File: src/rtl/prim_onehot_mon_pkg.sv
// Shared types for the onehot monitor: alert handshake FSM state encoding.
// States are Hamming-distance encoded (min distance 3) so a single flipped
// state bit never lands on another legal state.
package prim_onehot_mon_pkg;

    typedef enum logic [4:0] {
        StIdle = 5'b10010,
        StReq  = 5'b01100,
        StHold = 5'b00111
    } alert_state_e;

endpackage

File: src/rtl/prim_onehot_check.sv
// Combinational onehot checker for a single vector.
// Flags: more than one bit set, enable/any-bit disagreement (optional, strict or
// relaxed), and a set bit that is not at the expected address (optional).
module prim_onehot_check #(
    parameter int unsigned AddrWidth   = 5,
    parameter int unsigned OneHotWidth = 2 ** AddrWidth,
    parameter bit          AddrCheck   = 1'b1,
    parameter bit          EnableCheck = 1'b1,
    parameter bit          StrictCheck = 1'b1
) (
    input  logic [OneHotWidth-1:0] oh_i,
    input  logic [AddrWidth-1:0]   addr_i,
    input  logic                   en_i,
    output logic                   err_o
);

    logic any_set;
    logic multi_set;
    logic sel_bit;
    logic en_err;
    logic addr_err;

    // Single pass: OR-reduce, detect a second set bit, and pick the addressed bit.
    // An address beyond OneHotWidth selects nothing, so any set bit is a mismatch.
    always_comb begin
        any_set   = 1'b0;
        multi_set = 1'b0;
        sel_bit   = 1'b0;
        for (int unsigned i = 0; i < OneHotWidth; i++) begin
            multi_set = multi_set | (any_set & oh_i[i]);
            any_set   = any_set | oh_i[i];
            if (AddrWidth'(i) == addr_i) begin
                sel_bit = oh_i[i];
            end
        end
    end

    // Relaxed mode only objects to bits set while disabled.
    assign en_err   = EnableCheck ? (StrictCheck ? (en_i ^ any_set) : (~en_i & any_set)) : 1'b0;
    assign addr_err = AddrCheck ? (any_set & ~sel_bit) : 1'b0;
    assign err_o    = multi_set | en_err | addr_err;

endmodule

File: src/rtl/prim_onehot_mon.sv
// Multi-channel onehot monitor with sticky per-channel errors, an alert
// request/acknowledge handshake and an optional saturating error-event counter.
// Define PRIM_ONEHOT_MON_ERR_CNT_EN to build the counter; otherwise err_cnt_o is 0.
module prim_onehot_mon
    import prim_onehot_mon_pkg::*;
#(
    parameter int unsigned NumChannels = 2,
    parameter int unsigned AddrWidth   = 5,
    parameter int unsigned OneHotWidth = 2 ** AddrWidth,
    parameter bit          StrictCheck = 1'b1,
    parameter int unsigned CntWidth    = 8
) (
    input  logic                                    clk_i,
    input  logic                                    rst_ni,
    input  logic [NumChannels-1:0][OneHotWidth-1:0] oh_i,
    input  logic [NumChannels-1:0][AddrWidth-1:0]   addr_i,
    input  logic [NumChannels-1:0]                  en_i,
    input  logic                                    clr_i,
    input  logic                                    alert_ack_i,
    output logic [NumChannels-1:0]                  err_ch_o,
    output logic                                    err_o,
    output logic                                    alert_req_o,
    output logic [CntWidth-1:0]                     err_cnt_o
);

    logic [NumChannels-1:0] chk;
    logic [NumChannels-1:0] err_ch_d, err_ch_q;
    logic                   any_chk;
    logic                   clr_eff;
    alert_state_e           state_q;
    logic                   alert_req_q;

    for (genvar c = 0; c < NumChannels; c++) begin : g_check
        prim_onehot_check #(
            .AddrWidth   (AddrWidth),
            .OneHotWidth (OneHotWidth),
            .AddrCheck   (1'b1),
            .EnableCheck (1'b1),
            .StrictCheck (StrictCheck)
        ) u_check (
            .oh_i   (oh_i[c]),
            .addr_i (addr_i[c]),
            .en_i   (en_i[c]),
            .err_o  (chk[c])
        );
    end

    assign any_chk = |chk;
    // Clearing mid-handshake would lose the cause of the pending alert.
    assign clr_eff = clr_i & (state_q != StReq);

    // Sticky errors: clear first, then OR in this cycle's flags so a new error wins.
    always_comb begin
        err_ch_d = clr_eff ? '0 : err_ch_q;
        err_ch_d = err_ch_d | chk;
    end

    // Sticky per-channel error register.
    always_ff @(posedge clk_i or negedge rst_ni) begin
        if (!rst_ni) begin
            err_ch_q <= '0;
        end else begin
            err_ch_q <= err_ch_d;
        end
    end

    // Alert handshake FSM; alert_req is registered alongside the state.
    // IDLE always holds err_ch=0, so any flag there is a fresh error. Leaving HOLD
    // needs a clear, which wipes err_ch, so any flag then also counts as fresh.
    always_ff @(posedge clk_i or negedge rst_ni) begin
        if (!rst_ni) begin
            state_q     <= StIdle;
            alert_req_q <= 1'b0;
        end else begin
            case (state_q)
                StIdle: begin
                    if (any_chk) begin
                        state_q     <= StReq;
                        alert_req_q <= 1'b1;
                    end
                end
                StReq: begin
                    if (alert_ack_i) begin
                        state_q     <= StHold;
                        alert_req_q <= 1'b0;
                    end
                end
                StHold: begin
                    if (clr_i) begin
                        if (any_chk) begin
                            state_q     <= StReq;
                            alert_req_q <= 1'b1;
                        end else begin
                            state_q     <= StIdle;
                            alert_req_q <= 1'b0;
                        end
                    end
                end
                default: begin
                    // A corrupted state is itself alert-worthy.
                    state_q     <= StReq;
                    alert_req_q <= 1'b1;
                end
            endcase
        end
    end

    assign err_ch_o    = err_ch_q;
    assign err_o       = |err_ch_q;
    assign alert_req_o = alert_req_q;

`ifdef PRIM_ONEHOT_MON_ERR_CNT_EN
    logic [CntWidth-1:0] cnt_base;
    logic [CntWidth-1:0] cnt_q;

    // A clear and a same-cycle error leave the counter at 1.
    always_comb begin
        cnt_base = clr_eff ? '0 : cnt_q;
    end

    // One increment per erroring cycle regardless of channel count; saturates.
    always_ff @(posedge clk_i or negedge rst_ni) begin
        if (!rst_ni) begin
            cnt_q <= '0;
        end else if (any_chk && (cnt_base != '1)) begin
            cnt_q <= cnt_base + CntWidth'(1);
        end else begin
            cnt_q <= cnt_base;
        end
    end

    assign err_cnt_o = cnt_q;
`else
    assign err_cnt_o = '0;
`endif

endmodule

File: config.mk
export PLATFORM = sky130hd
export DESIGN_NAME = prim_onehot_mon
export DESIGN_NICKNAME = d
export VERILOG_FILES = /design/src/rtl/prim_onehot_mon_pkg.sv /design/src/rtl/prim_onehot_check.sv /design/src/rtl/prim_onehot_mon.sv
export SDC_FILE = /design/constraint.sdc
export NUM_CORES = 1
export LEC_CHECK = 0
export BUFFER_PORTS_ARGS = -buffer_cell sky130_fd_sc_hd__buf_2
export CAP_MARGIN = 20
export CELL_PAD_IN_SITES_DETAIL_PLACEMENT = 1
export CELL_PAD_IN_SITES_GLOBAL_PLACEMENT = 1
export CORE_ASPECT_RATIO = 1.2
export CORE_MARGIN = 10
export CORE_UTILIZATION = 36
export CTS_CLUSTER_SIZE = 24
export DETAILED_ROUTE_END_ITERATION = 6
export PLACE_DENSITY_LB_ADDON = 0.3
export SETUP_SLACK_MARGIN = 0.4
export SLEW_MARGIN = 30
export SYNTH_ARGS = -nofsm -noshare
export SYNTH_HDL_FRONTEND = slang
export SYNTH_SLANG_ARGS = --single-unit
File: constraint.sdc
create_clock -name clk_i -period 1.8 [get_ports clk_i]
set_input_delay 0.45 -clock clk_i [delete_from_list [all_inputs] [get_ports clk_i]]
set_output_delay 0.45 -clock clk_i [all_outputs]
set_load 0.005 [all_outputs]
==> impl_metrics.toml <==
[run_status]
outcome = "finished with violations"
violations = "setup timing"

[setup_path]
start_kind = "primary input"
cp.arrival_ns = 3.19
cp.required_ns = 1.95
path_max_fanout = 4
end_kind = "flip-flop"
worstSetupPathType = "primary input to flip-flop"

[sta]
fin_hold_ws_ns = 0.0418
timing.final.crit_share_pct = 169
timing.setup.tns_ns = -7.05
layout_min_cycle_time_ns = 3.04
grt_setup_unrepaired = "true"
slew_viol_final = 0
fin_skew_ns = 0.00415
finalHoldViolCount = 0
tightest_slew_ns = 0.763
setup_viol = 6
slew_headroom_pct = 48.5
fin_ws_ns = -1.24
fmax_mhz = 329

[route]
drt_wl_total_um = 19500
via_per_inst = 7.14
drc = 0
drt_pass1_iterations = 7
vias = 4279
ant_nets = 0
avgRoutedWirePerCell_um = 32.5
drt_iter0_drc = 484

[synthesis]
yosysTopAreaCellShare_pct = 5.75
synth_area_per_cell_um2 = 6.82
yosys.area.top_type = "dfrtp_1"
netlist_instances = 319
synth_area_um2 = 2180
ys.flop_type = "dfrtp_1"
synth_edf_count = 0
synth_area_leaders = "dfrtp_1 5.8%, nor2_1 5.2%, nor2b_1 4.9%"
async_flop_share_pct = 100
synth.distinct_cells = 63
yosys_warnings = 0
seq_area_frac_synth_pct = 8.17
ys_ff_latch = 7

[pwr]
switching_share_pct = 48.1
intPower_mw = 0.730
ir_drop_uv = 461
pwr-share-clk_pct = 16.8
power_density_nw_per_um2 = 367
power.switching_mw = 0.677
p_comb_share_pct = 67.0
total_power_mw = 1.41
power_frac_seq_pct = 16.2
leakagePower_nw = 1.66

[grt]
grt_pass1_wl_um = 25100
grt_pass1_vias = 4507
antenna_found_initial = 1
grt_start_max_net_pins = 17
grt_use_total_pct = 31.9
grt.overflow.total = 0

[cts]
path_clk_slew_ns = 0.04
cts_root_buf = "clkbuf_8"
cts_tree = "built"
insertion_delay_ns = 0.24
cts_buffers = 3
clock_sinks = 7
htree_levels = 1
cts_hold_buf = 0
cts_buffer_depth = 2

[final_layout]
multi_input_area_um2 = 2030
drive_gt1_share_pct = 48.1
post-route-util_pct = 66.4
stdcell_count = 599
design_area_um2 = 3840
seqCellArea_um2 = 178
area_growth_pct = 76.5
nFillCells = 744
nets = 599

[die]
io_pins = 92
die_w_um = 91.0
die_y_um = 105
initial_utilization_pct = 37.6
dieArea_um2 = 9570
coreArea_um2 = 5780
rows = 30

[flow_run]
drv_cap = 0

[placed_design]
dp_hpwl_um = 10500
dp_worst_setup_slack_ns = -1.39
placed_cell_area_um2 = 3460
dpl.cell_count = 576
port_buffers = 83
gp_congestion = 0.886

[hold_path]
hold_class = "primary input to asynchronous set/reset pin"
## power by group through the flow
stage          Clock, mW  Sequential [mW]  Combinational [mW]
2_1_floorplan          0            0.205               0.308
3_3_place_gp           0            0.209               0.675
3_5_place_dp           0            0.211               0.736
4_1_cts            0.231            0.211               0.770
5_1_grt            0.244            0.226               0.979
6_report           0.236            0.228               0.943
## Yosys cell counts, types with 4 or more instances
cell	number
maj3_1	9
o211ai_1	6
o22ai_1	9
a211oi_1	6
or3_1	6
o21ai_0	18
a31oi_1	8
nand4_1	5
nand3_1	15
buf_4	8
nor2b_1	17
nand3b_1	5
nor4_1	10
a22oi_1	4
clkbuf_1	13
nand2b_1	6
nor3_1	12
nor2_1	30
a21oi_1	18
dfrtp_1	5
mux2i_1	9
inv_1	12
nand2_1	19
## worst max-delay path, cell delays in order
cell and delay (ns):
buf_8 0.10, nor4_4 0.38, nand2_1 0.19, or4_1 0.53, maj3_2 0.33, or4b_4 0.55
a31oi_4 0.21, nand4_4 0.13, buf_4 0.16, a211oi_2 0.17
## repair_timing
action,CTS,global route
pin swaps,15,13
resized for setup,22,23
endpoints found under the setup margin,7,8
setup buffers,13,5
endpoints found under the hold margin,0,0
## cell families (layout without fill, tap and decap cells)
| kind of cell | Yosys count | in the layout | share of synthesized area [%] |
|---|---|---|---|
| simple gates | 150 | 150 | 40.1 |
| compound gates | 104 | 104 | 32.9 |
| buf+inv | 34 | 226 | 7.25 |
| mux | 13 | 13 | 6.73 |
| fa+ha+maj | 10 | 10 | 4.66 |
| flops | 7 | 7 | 8.17 |
| other cells | 1 | 9 | 0.172 |
## state kept, by name, summed over array words and instances, names as in the netlist
name      cells
state_q       5
err_ch_o      2
## layout by cell type, fill, tap and decap left out, types with 3 or more instances in the layout
master	n
nor3_1	10
clkbuf_8	3
or3_1	6
nor4_4	6
buf_6	8
a31oi_1	8
nor3b_1	3
a211oi_1	4
nor2_1	29
inv_1	12
nand2_1	19
o21ai_0	15
o32ai_1	3
dfrtp_1	5
buf_2	74
maj3_1	8
nand4_1	5
mux2i_1	9
a211o_1	3
nand3b_1	5
nand3_2	3
o22ai_1	9
nor4_1	6
mux2_2	3
nor2b_1	17
a22oi_1	4
conb_1	8
nand3_1	12
o211ai_1	6
a21oi_1	18
buf_4	126
or4_1	3
nand2b_1	6
## worst paths after layout
check	from	endpoint	slack (ns)	cells after the start
setup / recovery	oh_i[49]	state_q[4]	-1.24	10
hold / removal	rst_ni	err_ch_o[1]	0.04	1
setup reg to reg	state_q[1]	state_q[3]	0.24	4
hold reg to reg	state_q[4]	state_q[4]	0.57	2
max in group asynchronous	rst_ni	state_q[4]	1.51	1
min in group clk_i	state_q[4]	state_q[4]	0.57	2
## metal layers
layer,GRT usage (%),routed length (um),vias up
met4,25.2,2200,0
met5,0,0,-
met3,6.73,2180,214
met2,57.4,9020,468
li1,-,-,1635
met1,30.8,6100,1962
## area by class of cell
class	count	share of cell area [%]
sequential	7	4.63
antenna	1	0.0652
clock buffer	3	1.08
timing repair buffer	210	37.4
tap	80	2.61
inverter	12	1.17
clock inverter	1	0.130
multi-input combinational	285	52.9
No activity file was read; power rests on OpenSTA's default activity.
